`config.mk`:
```
export PLATFORM = sky130hd
export DESIGN_NAME = fetch_queue
export DESIGN_NICKNAME = d
export VERILOG_FILES = /design/src/rtl/fetch_pkg.sv /design/src/rtl/fetch_queue_mem.sv /design/src/rtl/fetch_queue.sv
export SDC_FILE = /design/constraint.sdc
export NUM_CORES = 1
export LEC_CHECK = 0
export BUFFER_PORTS_ARGS = -buffer_cell sky130_fd_sc_hd__buf_4
export CAP_MARGIN = 20
export CELL_PAD_IN_SITES_DETAIL_PLACEMENT = 0
export CELL_PAD_IN_SITES_GLOBAL_PLACEMENT = 1
export CORE_MARGIN = 2
export CORE_UTILIZATION = 40
export CTS_CLUSTER_DIAMETER = 40
export DETAILED_ROUTE_END_ITERATION = 8
export GPL_TIMING_DRIVEN = 0
export PLACE_DENSITY_LB_ADDON = 0.1
export SLEW_MARGIN = 10
export SYNTH_ARGS = -nofsm -noshare
export SYNTH_HDL_FRONTEND = slang
export SYNTH_SLANG_ARGS = --single-unit
```
`constraint.sdc`:
```
create_clock -name clk -period 2.85 [get_ports clk]
set_input_delay 0.4275 -clock clk [delete_from_list [all_inputs] [get_ports clk]]
set_output_delay 0.4275 -clock clk [all_outputs]
set_load 0.02 [all_outputs]
```
`src/rtl/fetch_pkg.sv`:
```
// Shared fetch-path definitions: default queue geometry and the fetch entry
// record reused by the pipeline-register stages after decode.
package fetch_pkg;

    localparam int FQ_DEPTH = 4;
    localparam int FQ_IW    = 16;
    localparam int FQ_AW    = 16;

    typedef struct packed {
        logic [FQ_IW-1:0] instr;
        logic [FQ_AW-1:0] pc_plus_1;
    } fetch_entry_t;

    function automatic fetch_entry_t make_fetch_entry(
        input logic [FQ_IW-1:0] instr,
        input logic [FQ_AW-1:0] pc_plus_1
    );
        fetch_entry_t e;
        e.instr     = instr;
        e.pc_plus_1 = pc_plus_1;
        return e;
    endfunction

endpackage

```
`src/rtl/fetch_queue_mem.sv`:
```
// Register-array storage for the fetch queue: one synchronous write port and
// one asynchronous read port. Contents are never reset; validity lives in the pointers.
module fetch_queue_mem #(
    parameter int DEPTH = 4,
    parameter int W     = 32,
    parameter int PW    = $clog2(DEPTH)
) (
    input  logic          clk,
    input  logic          i_we,
    input  logic [PW-1:0] i_waddr,
    input  logic [W-1:0]  i_wdata,
    input  logic [PW-1:0] i_raddr,
    output logic [W-1:0]  o_rdata
);

    logic [W-1:0] r_mem [DEPTH];

    always_ff @(posedge clk) begin
        if (i_we) begin
            r_mem[i_waddr] <= i_wdata;
        end
    end

    assign o_rdata = r_mem[i_raddr];

endmodule

```
`src/rtl/fetch_queue.sv`:
```
// First-word-fall-through instruction buffer between fetch and decode.
// Holds {instr, pc_plus_1} pairs in order and raises fetch_stall when full.
module fetch_queue
    import fetch_pkg::*;
#(
    parameter int DEPTH = FQ_DEPTH,
    parameter int IW    = FQ_IW,
    parameter int AW    = FQ_AW
) (
    input  logic                       clk,
    input  logic                       rst_n,
    input  logic [IW-1:0]              instr_in,
    input  logic [AW-1:0]              pc_plus_1_in,
    input  logic                       fetch_valid,
    input  logic                       flush,
    output logic                       fetch_stall,
    output logic [IW-1:0]              instr_out,
    output logic [AW-1:0]              pc_plus_1_out,
    output logic                       out_valid,
    input  logic                       dec_ready,
    output logic [$clog2(DEPTH):0]     count
);

    localparam int PW = $clog2(DEPTH);
    localparam int CW = PW + 1;
    localparam logic [CW-1:0] FULL_COUNT = CW'(DEPTH);

    logic [PW-1:0]    r_wr_ptr;
    logic [PW-1:0]    r_rd_ptr;
    logic [CW-1:0]    r_count;

    logic             w_full;
    logic             w_empty;
    logic             w_push;
    logic             w_pop;
    logic [IW+AW-1:0] w_wdata;
    logic [IW+AW-1:0] w_rdata;

    // Handshake: an entry moves into the queue when fetch_valid is high and the
    // queue is not full; it leaves when out_valid and dec_ready are both high.
    // flush overrides both and empties the queue at the same edge.
    assign w_full  = (r_count == FULL_COUNT);
    assign w_empty = (r_count == '0);
    assign w_push  = fetch_valid & ~w_full & ~flush;
    assign w_pop   = ~w_empty & dec_ready & ~flush;
    assign w_wdata = {instr_in, pc_plus_1_in};

    always_ff @(posedge clk or negedge rst_n) begin
        if (!rst_n) begin
            r_wr_ptr <= '0;
            r_rd_ptr <= '0;
            r_count  <= '0;
        end else if (flush) begin
            r_wr_ptr <= '0;
            r_rd_ptr <= '0;
            r_count  <= '0;
        end else begin
            if (w_push) begin
                r_wr_ptr <= r_wr_ptr + PW'(1);
            end
            if (w_pop) begin
                r_rd_ptr <= r_rd_ptr + PW'(1);
            end
            case ({w_push, w_pop})
                2'b10:   r_count <= r_count + CW'(1);
                2'b01:   r_count <= r_count - CW'(1);
                default: r_count <= r_count;
            endcase
        end
    end

    fetch_queue_mem #(
        .DEPTH (DEPTH),
        .W     (IW + AW),
        .PW    (PW)
    ) u_mem (
        .clk     (clk),
        .i_we    (w_push),
        .i_waddr (r_wr_ptr),
        .i_wdata (w_wdata),
        .i_raddr (r_rd_ptr),
        .o_rdata (w_rdata)
    );

    // Stale storage is masked so decode sees zeros whenever the queue is empty.
    assign fetch_stall   = w_full;
    assign out_valid     = ~w_empty;
    assign instr_out     = w_empty ? '0 : w_rdata[IW+AW-1:AW];
    assign pc_plus_1_out = w_empty ? '0 : w_rdata[AW-1:0];
    assign count         = r_count;

endmodule

```
* After elaboration in Yosys (flattened, before gate mapping)
Memories as Yosys holds them, arrays and structs flattened. Cells that the tools add are included.
Word-level totals: register bits 7, latch bits 0, memory bits (writable) 128, ROM bits 0, output and inout port bits 37, word-level logic and storage cells 32, memories kept 1
Operators by class: add/subtract/negate cells 4, multiply operators 0, div/mod/pow operators 0, magnitude comparators 0, equality and inequality tests 3, shift operators 0, muxes and demuxes 10, bitwise gates (word level) 7, reduce and logical (&&, ||, !) cells 4
Memory list:
- u_mem.r_mem | depth 4, bits a word 32, read ports 1, clocked after Yosys merged registers in 0, wr ports 1, RTL line fetch_queue_mem.sv:16 | logic [W-1:0] r_mem [DEPTH];
Operator list (count):
- $mux W16 | 2
- $mux W2 | 4
- $pmux W3 S2 | 1
- $add A2 B1 Y2 const B | 2
- $and A1 B1 Y1 | 4
- $reduce_bool A2 Y1 | 2
- $add A3 B1 Y3 const B | 1
- $eq A3 B3 Y1 const B | 1
- $logic_not A3 Y1 | 1
- $mux W3 | 1
- $not A1 Y1 | 3
- $reduce_bool A3 Y1 | 1
- $sub A3 B1 Y3 const B | 1
- $eq A2 B1 Y1 const B | 1
- $eq A2 B2 Y1 const B | 1
- $mux W1 | 2

* Logic depth before layout (Yosys ltp)
Gate-level depths: netlist of the first run.
word-level depth 7, mapped depth 7, gate-level depth less buffers 5

* By module
From an unflattened synthesis of the first run, not the netlist that was laid out.
Second synthesis, totals: cell total of the unflattened synthesis 259, area, all modules 5472.7 um2
By module, submodules not included:
- fetch_queue_mem | times used 1, cells each 171, area an instance 4689.5 um2
- fetch_queue | times used 1, cells each 88, area an instance 783.3 um2

* Least setup slack after synthesis of the first run
Ideal clock, no wire load.
path type register -> register, from register r_count[0] (netlist: count[0]), to register r_count[1] (netlist: count[1]), setup time 0.122 ns, arrival 2.285 ns, required time 2.728 ns, slack 0.444 ns, cell stages (with the launch flop) 8, buffers on the path 2, period minus slack after synthesis 2.406 ns, cell sequence dfrtp_1 > buf_6 > or3b_1 > buf_2 > a211oi_1 > fa_1 > a32o_1 > a32o_1
Between the ends: longest elaborated chain between the ends 7
Ends and longest elaborated chain:
- from (decl) | RTL line fetch_queue.sv:30 | logic [CW-1:0] r_count;
- from (signal assigned) | RTL line fetch_queue.sv:65 | 2'b10: r_count <= r_count + CW'(1);
- from (signal assigned) | RTL line fetch_queue.sv:66 | 2'b01: r_count <= r_count - CW'(1);
- from (signal assigned) | RTL line fetch_queue.sv:67 | default: r_count <= r_count;
- $eq A3 B3 Y1 / $logic_not A3 Y1 (equally long branches) | RTL line fetch_queue.sv:42, fetch_queue.sv:43
- $not A1 Y1, on equally long branches | RTL line fetch_queue.sv:44, fetch_queue.sv:45
- $and A1 B1 Y1, on equally long branches (2 in a row) | RTL line fetch_queue.sv:44, fetch_queue.sv:45
- $eq A2 B1 Y1 / $eq A2 B2 Y1 (equally long branches) | RTL line fetch_queue.sv:64 | case ({w_push, w_pop})
- $pmux W3 S2 | RTL line fetch_queue.sv:64
- $mux W3 | RTL line fetch_queue.sv:53 | end else if (flush) begin
Parallel ways exist; a longest one is shown, timed or not. A chain may end at the register's enable or synchronous reset.

* Worst setup path in the final report of the first run
from register r_count[0] (netlist: count[0]), to output pc_plus_1_out[6]
Between the ends: longest elaborated chain between the ends 2
Ends and longest elaborated chain:
- $logic_not A3 Y1 | RTL line fetch_queue.sv:43 | assign w_empty = (r_count == '0);
- $mux W16 | RTL line fetch_queue.sv:89 | assign pc_plus_1_out = w_empty ? '0 : w_rdata[AW-1:0];
- to (decl) | RTL line fetch_queue.sv:18 | output logic [AW-1:0] pc_plus_1_out,
Every way passes these cells.

==> out/qor.txt, run 1 <==
Die ar. - 0.0144 mm²
post-DR wirelength/cell - 18.1 µm
worst-margin pin slew - 683 ps
Antenna Cells - 0
Post-CTS Setup Bufs - 0
die height - 120 µm
critical path peak fanout - 10
most frequent cell after synthesis - edfxtp_1
DRC violations left - 0
final wirelength - 9.95 mm
worst hold path class - primary input to flip-flop
first-pass GRT wire length - 15.8 mm
FF+latch count, synth - 135
Fmax - 384 MHz
Post-synth EDFFs - 128
CTS tree - done
CTS max path bufs - 2
CTS clock-pin slew for the worst setup and hold paths - 60 ps
Tmin final - 2610 ps
Crit Path Class - flip-flop to output port
distinct cell type count after synthesis - 34
outcome - finished, final reports clean
initial antenna violation count - 0
placed standard-cell area - 0.00624 mm²
post-synth top area share - 71.3%
Crit path max-delay family - buffers and inverters
Final Max Tran Viols - 0
Clock Skew - 6.99 ps
warning count from the yosys run - 0
vias in the first global route - 2843
largest net degree at the start of global routing - 26
worst path bufs/invs - 3
leakage power - 2.39 nW
RSZ-0062 raised after global routing - no
CTS buffer count - 17
CP max stage delay - 520 ps
Vias per Instance - 4.94
CTS Root Cell - clkbuf_16
insertion delay to the later sink of the worst-skew pair - 410 ps
final non-filler cell total - 550
top_reg_cell synth - edfxtp_1
fraction of layout cells with a size suffix above 1 - 40.9%
post-route cell area - 0.00685 mm²
crit end category - output port
max-cap viol count - 0
# IOs - 74
Post-layout nets - 403
clock sink count - 135
Mapped Cells - 266
Initial Utilization - 40.9%
crit path DAT - 2180 ps
detailed placement HPWL - 6.21 mm
top post-synthesis cells by count - edfxtp_1 (128), mux4_2 (32), nor2b_1 (32)
Syn Area/Cell - 20.3 µm²
crit-path cells - buf_6 -> nor3_2 -> clkbuf_2 -> nor2b_1 -> buf_4
endpoints failing setup - 0
GRT Util Overall - 15.1%
WP data required - 2420 ps
synth-to-layout area growth - 26.9%
post-synth top area cell - edfxtp_1
Cell Area, Synth - 0.00539 mm²
Worst slew margin - 54.5%
final hold violation count - 0
CP Launch Type - flip-flop
port buffer count - 71
global placer's final weighted congestion - 0.734
Post-Syn Nets - 308
period utilization - 91.4%
drt pass-1 iters - 6
First DRT Iteration DRCs - 162
share of synthesized registers carrying an async set or reset - 5.19%
H-tree levels - 4
gr ovfl total - 0
Post-Place Cells - 517
sequential area share after synthesis - 74.5%
core area - 0.0132 mm²
via count - 2718
Crit-path slowest cell - nor3_2
Worst VDD drop - 441 µV
Antenna Nets Post-Route - 0
Die X - 120 µm
row count - 42
cells taking the most area after synthesis - edfxtp_1 (71%), mux4_2 (13%), nor2b_1 (3.7%)
Power Dens Cells - 779 mW/mm²
worst reg2reg max path, stage by stage, from the launching register on:
cell	delay, ps
dfrtp_1	420
buf_6	160
or3b_1	360
buf_2	170
a211oi_1	300
fa_1	480
a32o_1	220
a32o_1	200
cell type report:
type	count	area, µm²
sequential	135	4020
timing repair buffer	76	631
fill	1078	6340
clock buffer	19	433
buffer	17	95.1
tap	176	220
clock inverter	13	160
multi-input combinational	107	1260
inverter	7	26.3
worst paths after layout:
kind | end | from | depth (start not counted) | slack, ps
worst max register to register | count[1] | count[0] | 7 | 430
max in group asynchronous | r_wr_ptr[0] | rst_n | 2 | 2350
worst min register to register | r_wr_ptr[1] | r_wr_ptr[1] | 2 | 590
worst max-delay path | pc_plus_1_out[6] | count[0] | 5 | 240
worst min-delay path | u_mem.r_mem[1][31] | instr_in[15] | 1 | 220
min in group asynchronous | r_rd_ptr[0] | rst_n | 2 | 370
flip-flops by register name (all words and copies together) (netlist names):
signal / flops
r_wr_ptr: 2
u_mem.r_mem: 128
count: 3
r_rd_ptr: 2
timing repair:
action / 4_1_cts / 5_1_grt
cloned: 0 / 0
endpoints found under the hold margin: 7 / 0
pin swaps: 0 / 0
gates resized for setup: 2 / 2
endpoints found under the setup margin: 9 / 10
hold buffers: 1 / 0
cells in the final DEF, fill, tap and decap left out, types with 3 or more instances in the layout:
cell / n
clkbuf_16: 17
nor2b_1: 32
buf_2: 4
inv_1: 6
buf_4: 75
ha_1: 4
buf_12: 3
edfxtp_1: 128
dfrtp_1: 7
clkinv_2: 5
clkbuf_1: 7
clkinv_1: 4
clkbuf_2: 3
and2_2: 4
bufinv_16: 4
a21oi_1: 3
nand2b_1: 4
mux4_2: 32
cells by family after synthesis:
family          Yosys count  synth area share, %
flops                   135                 74.5
xor+xnor                  3                0.487
buf+inv                  24                 2.18
fa+ha+maj                 5                 1.30
mux                      32                 13.4
simple gates             49                 5.75
compound gates           18                 2.39
per-layer routing:
layer	vias up	track usage (%)	part of all wire (%)
met5	-	0	0
met4	0	6.40	1.4
met3	11	4.61	3.7
met2	59	24.2	50
met1	1397	19.3	45
li1	1251	-	-
through the flow:
stage          power (mW)  TNS [ps]  util (%)  setup WS [ps]  hold WS, ps
6_report             5.33         0      51.9            244          216
5_1_grt              5.54         0      51.9           52.9          200
4_1_cts              5.40         0      51.9           2.66          199
3_5_place_dp         3.19         0      47.3            392          253
3_3_place_gp         3.18    -49560      46.6           -400          251
2_1_floorplan        2.85         0         -            444          132
where the power goes:
part	switching [mW]	leakage (nW)	internal [mW]
clock	0.752	0.294	1.44
combinational	0.466	0.838	0.408
sequential	0.0222	1.26	2.24
(Power assumes the default switching activity.)
==> run 2: changes to the inputs <==
--- a/config.mk
+++ b/config.mk
@@ -18,4 +18,5 @@
 export SLEW_MARGIN = 10
 export SYNTH_ARGS = -nofsm -noshare
 export SYNTH_HDL_FRONTEND = slang
+export SYNTH_HIERARCHICAL = 1
 export SYNTH_SLANG_ARGS = --single-unit
==> run 2 against run 1 <==
  * Hold slack got worse by 1.5 ps
  * Die area grew 1.4%
  * First-iteration DRC count is 17% lower
  * Largest cell class unchanged
  * Synthesized area rose by 1.5%
  * Cell area increased by 2.9%
  * Power up 3.5%
  * Final cell count decreased by 1.1%
  * Synthesized cell count shrank 2.6%
  * Non-clock buffer count shrank 1
  * Clock power increased by 13%
==> out/qor.txt, run 2 <==
post-synth top area cell - edfxtp_1
post-synth top area share - 70.2%
warning count from the yosys run - 6
sequential area share after synthesis - 73.4%
final wirelength - 9.88 mm
hold path cells - 1
CTS clock-pin slew for the worst setup and hold paths - 60 ps
Die X - 121 µm
outcome - finished, final reports clean
via count - 2654
Post-Syn Nets - 297
cells taking the most area after synthesis - edfxtp_1 (70%), mux4_2 (12%), and2_4 (4.6%)
distinct cell type count after synthesis - 34
crit path DAT - 1990 ps
synth-to-layout area growth - 28.7%
Antenna Cells - 0
CTS tree - done
most frequent cells in the layout - edfxtp_1 (128), buf_4 (72), mux4_2 (30), and2_4 (29), clkbuf_16 (17)
Register Area - 0.00402 mm²
global placer's final weighted congestion - 0.730
PostCTS Resize Cnt - 0
H-tree levels - 4
Cell Area, Synth - 0.00547 mm²
Post-synth EDFFs - 128
insertion delay to the later sink of the worst-skew pair - 410 ps
Hold WS - 214 ps
most frequent cell after synthesis - edfxtp_1
Mapped Cells - 259
Vias per Instance - 4.88
worst path bufs/invs - 3
Crit-path slowest cell - mux4_2
Crit path max-delay family - multiplexers
fill count - 1060
Tmin final - 2420 ps
DRC violations left - 0
clock sink count - 135
Post-layout nets - 393
CTS buffer count - 17
CP Launch Type - flip-flop
Top reg by flops - u_mem/r_mem
leakage power - 2.52 nW
worst-margin pin slew - 534 ps
share of synthesized registers carrying an async set or reset - 5.19%
core area - 0.0133 mm²
Crit Path Class - flip-flop to output port
# IOs - 74
fraction of layout cells with a size suffix above 1 - 50.0%
top post-synthesis cells by count - edfxtp_1 (128), mux4_2 (30), and2_4 (29)
First DRT Iteration DRCs - 134
Final Max Tran Viols - 0
Final Util - 53.0%
die height - 121 µm
Syn Area/Cell - 21.1 µm²
crit end category - output port
Fmax - 413 MHz
Worst VDD drop - 332 µV
drt pass-1 iters - 6
top_reg_cell synth - edfxtp_1
area occupied by multi-input gates - 0.00131 mm²
final hold violation count - 0
critical path peak fanout - 10
Critical Path Stages - 5
Die ar. - 0.0146 mm²
first-pass GRT wire length - 15.3 mm
CP max stage delay - 530 ps
max-cap viol count - 0
post-DR wirelength/cell - 18.2 µm
row count - 42
initial antenna violation count - 0
RSZ-0062 raised after global routing - no
largest net degree at the start of global routing - 21
worst hold path class - primary input to flip-flop
detailed placement HPWL - 6.24 mm
Initial Utilization - 41.2%
Clock Skew - 7.81 ps
GRT Util Overall - 14.7%
endpoints failing setup - 0
crit-path cells - buf_6 -> buf_12 -> mux4_2 -> and2_4 -> buf_4
most common cell after layout, fill and taps aside - edfxtp_1
CTS max path bufs - 2
reg2reg path depth - 9
Antenna Nets Post-Route - 0
Worst slew margin - 64.4%
Power Dens Cells - 783 mW/mm²
WP data required - 2420 ps
Largest register FFs - 128
vias in the first global route - 2794
CTS Root Cell - clkbuf_16
port buffer count - 71
FF+latch count, synth - 135
period utilization - 85.0%
gr ovfl total - 0
## run 2: what timing repair did
action / in CTS / in global routing
setup endpoints to repair: 0 / 0
hold buffers: 1 / 0
endpoints found under the hold margin: 7 / 0
setup buffers: 0 / 0
## run 2: worst paths after layout
| path | to | slack, ps | from |
|---|---|---|---|
| max reg2reg | count[1] | 540 | count[0] |
| min | u_mem/r_mem[2][16] | 210 | instr_in[0] |
| min in group asynchronous | r_wr_ptr[1] | 370 | rst_n |
| min reg2reg | r_rd_ptr[0] | 640 | r_rd_ptr[0] |
| max | instr_out[5] | 430 | r_rd_ptr[0] |
| max in group asynchronous | r_wr_ptr[0] | 2350 | rst_n |
## run 2: worst reg2reg max path, delay by kind of cell, from the launching register on
kind            cells  cell delay (ps)
compound gates      3              340
fa+ha+maj           1              520
buf+inv             1              160
flops               1              480
simple gates        4              730
## run 2: final cells by class
type | instances | share of cell area [%]
flip-flops and latches | 135 | 57.0
multi-input cells | 108 | 18.5
repair buffers | 77 | 9.31
clock buffers | 17 | 6.04
clock inverters | 15 | 3.64
well taps | 176 | 3.13
plain buffers | 15 | 2.26
inverters | 1 | 0.0533
## run 2: per-layer routing
| layer | GRT usage, % | part of all wire, % | vias to the layer above |
|---|---|---|---|
| met5 | 0 | 0 | - |
| li1 | - | - | 1232 |
| met2 | 24.0 | 51 | 73 |
| met3 | 5.55 | 5.6 | 8 |
| met4 | 5.67 | 1.0 | 0 |
| met1 | 17.8 | 42 | 1341 |
## run 2: cells by family after synthesis
family,Yosys count,share of synthesized area (%)
compound gates,11,1.17
xor+xnor,6,0.960
fa+ha+maj,1,0.366
buf+inv,16,2.97
flops,135,73.4
mux,33,13.5
simple gates,57,7.61
## run 2: metrics by stage
step / setup WS, ps / instances / TNS, ps / power, mW / cell area [µm²]
2_1_floorplan: 92.9 / 259 / 0 / 2.82 / 5480
3_3_place_gp: -946 / 506 / -33400 / 3.07 / 6230
3_5_place_dp: 554 / 511 / 0 / 3.10 / 6350
4_1_cts: 389 / 544 / 0 / 5.61 / 7050
5_1_grt: 346 / 544 / 0 / 5.74 / 7050
6_report: 428 / 544 / 0 / 5.52 / 7050
## run 2: power by group
part	total [mW]	switching (mW)	internal, mW
logic	0.763	0.358	0.405
clock network	2.48	0.766	1.72
registers	2.27	0.0284	2.25
==> run 3: changes to the inputs <==
--- a/config.mk
+++ b/config.mk
@@ -5,6 +5,7 @@
 export SDC_FILE = /design/constraint.sdc
 export NUM_CORES = 1
 export LEC_CHECK = 0
+export ABC_AREA = 1
 export BUFFER_PORTS_ARGS = -buffer_cell sky130_fd_sc_hd__buf_4
 export CAP_MARGIN = 20
 export CELL_PAD_IN_SITES_DETAIL_PLACEMENT = 0
==> constraint.sdc (replaced) <==
create_clock -name clk -period 2.4 [get_ports clk]
set_input_delay 0.36 -clock clk [delete_from_list [all_inputs] [get_ports clk]]
set_output_delay 0.36 -clock clk [all_outputs]
set_load 0.02 [all_outputs]
==> run 3 against run 2 <==
  * Critical path depth rose by 3
  * Cell area rose by 9.7%
  * Synthesized area rose by 12%
  * Non-clock buffer count rose by 22
  * Critical path type unchanged
  * Largest cell class unchanged
  * Core utilization fell by 1.8 points
  * Flip-flop and latch count did not move
  * Die area rose by 12%
  * Via count rose by 58%
  * Clock power fell by 3%
==> out/qor.txt, run 3 <==
outcome - finished, final reports clean
top post-synthesis cells by count - nand2_1 (173), inv_1 (169), edfxtp_1 (128)
first-pass GRT wire length - 21.1 mm
Clock Skew - 5.55 ps
post-route cell area - 0.00773 mm²
Initial Utilization - 40.6%
# IOs - 74
endpoints failing setup - 0
placed standard-cell area - 0.00711 mm²
Tmin final - 2170 ps
drt pass-1 iters - 4
clock sink count - 135
Die X - 128 µm
CTS clock-pin slew for the worst setup and hold paths - 60 ps
Reg2Reg Setup Slack - 260 ps
CTS tree - done
final hold violation count - 0
Cell Area, Synth - 0.00613 mm²
gr ovfl total - 0
insertion delay to the later sink of the worst-skew pair - 410 ps
post-DR wirelength/cell - 13.9 µm
Final Max Tran Viols - 0
initial antenna violation count - 0
FF+latch count, synth - 135
global placer's final weighted congestion - 0.756
critical path peak fanout - 10
port buffer count - 73
worst hold path class - primary input to flip-flop
most frequent cells in the layout - nand2_1 (173), inv_1 (169), edfxtp_1 (128), buf_4 (86), nand3_1 (68)
fraction of layout cells with a size suffix above 1 - 21.0%
worst setup path end - instr_out[2]
post-synth top area share - 62.7%
Worst slew margin - 49.2%
synth-to-layout area growth - 26.1%
crit path DAT - 1810 ps
top_reg_cell synth - edfxtp_1
H-tree levels - 4
sequential area share after synthesis - 65.5%
share of synthesized registers carrying an async set or reset - 5.19%
CP Launch Type - flip-flop
RSZ-0062 raised after global routing - no
reg2reg path depth - 7
Syn Area/Cell - 9.72 µm²
worst r2r dst - u_mem/r_mem[3][14]
via count - 4194
Crit. Startpoint - r_rd_ptr[1]
crit end category - output port
cells taking the most area after synthesis - edfxtp_1 (63%), nand2_1 (11%), inv_1 (10%)
Vias per Instance - 4.45
CTS Root Cell - clkbuf_16
distinct cell type count after synthesis - 22
Post-Syn Nets - 669
Antenna Nets Post-Route - 0
Post-synth EDFFs - 128
largest net degree at the start of global routing - 17
Overall Power - 7.93 mW
most common cell after layout, fill and taps aside - nand2_1
core area - 0.0151 mm²
Fmax - 461 MHz
Die ar. - 0.0163 mm²
final wirelength - 13.1 mm
row count - 45
GRT Util Overall - 17.5%
warning count from the yosys run - 6
Mapped Cells - 631
WP data required - 2040 ps
max-cap viol count - 0
Largest register FFs - 128
Antenna Cells - 0
Post-layout nets - 779
leakage power - 3.74 nW
Top reg by flops - u_mem/r_mem
worst-margin pin slew - 760 ps
most frequent cell after synthesis - nand2_1
period utilization - 90.4%
First DRT Iteration DRCs - 175
DRC violations left - 0
Worst VDD drop - 567 µV
die height - 128 µm
vias in the first global route - 4028
CTS max path bufs - 2
post-synth top area cell - edfxtp_1
r2r startpoint - count[1]
Crit Path Class - flip-flop to output port
Power Dens Cells - 1030 mW/mm²
detailed placement HPWL - 8.80 mm
CTS buffer count - 17
-- run 3: changes by cell type after synthesis, moves of 8 or more --
| cell | delta |
|---|---|
| nand3_1 | +66 |
| nand2_1 | +171 |
| nor2_1 | +30 |
| mux4_2 | -30 |
| inv_1 | +168 |
| and2_4 | -29 |
| buf_2 | +8 |
-- run 3: kinds of logic (layout without fill, tap and decap cells) --
group | Yosys count | count (layout) | synth area share [%]
AO/OA/AOI/OAI | 5 | 5 | 0.592
XOR/XNOR | 2 | 2 | 0.286
adder cells (fa/ha/maj) | 1 | 1 | 0.326
buffers and inverters | 198 | 321 | 13.5
flip-flops | 135 | 135 | 65.5
AND/OR/NAND/NOR | 290 | 290 | 19.8
-- run 3: power breakdown --
part | internal (mW) | switching (mW) | total, mW
registers | 2.72 | 0.0773 | 2.80
logic | 1.02 | 1.72 | 2.73
clock network | 1.50 | 0.894 | 2.40
-- run 3: metal layers --
layer / vias up / track usage (%) / routed length, µm
li1: 2148 / - / -
met1: 1952 / 20.9 / 5700
met2: 83 / 30.7 / 6770
met3: 11 / 4.88 / 548
met4: 0 / 5.62 / 114
met5: - / 0 / 0
-- run 3: worst min path at each step --
stage / startpoint / endpoint / slack [ps] / cells past startpoint
final: flush / r_rd_ptr[1] / 140 / 2
after global routing: instr_in[1] / u_mem/r_mem[3][17] / 130 / 1
after CTS: flush / r_rd_ptr[1] / 130 / 2
after detailed placement: rst_n / count[2] / 180 / 1
after global placement: rst_n / count[2] / 180 / 1
after floorplan: rst_n / count[0] / 60 / 0
-- run 3: through the flow --
step	util, %	TNS [ps]	instances	hold slack, ps	worst slack (ps)
floorplan	-	-34320	631	64.4	-268
global placement	46.0	-176030	892	178	-1420
detailed placement	47.1	0	900	183	42.4
CTS	50.8	0	933	126	15.8
global route	51.2	0	942	126	22.2
finish	51.2	0	942	143	231
-- run 3: layout make-up --
| class | instances | area [µm²] |
|---|---|---|
| Tap cell | 188 | 235 |
| Clock inverter | 12 | 110 |
| Inverter | 175 | 658 |
| Timing Repair Buffer | 91 | 771 |
| Sequential cell | 135 | 4020 |
| Buffer | 23 | 169 |
| Multi-Input combinational cell | 298 | 1330 |
| Clock buffer | 20 | 437 |
| Fill cell | 1403 | 7360 |
-- run 3: worst max-delay path, stage by stage, from the launching register on --
cell and delay [ps]:
dfrtp_1 400, buf_6 140, inv_1 180, buf_6 200, nand3_1 90, nand2_1 70, inv_1 40, nor2_1 130
buf_4 160
-- run 3: repair_timing --
action	CTS	global route
endpoints found under the setup margin	0	38
resized for setup	0	1
hold buffers	1	0
hold endpoints to repair	7	0
buffers inserted	0	9
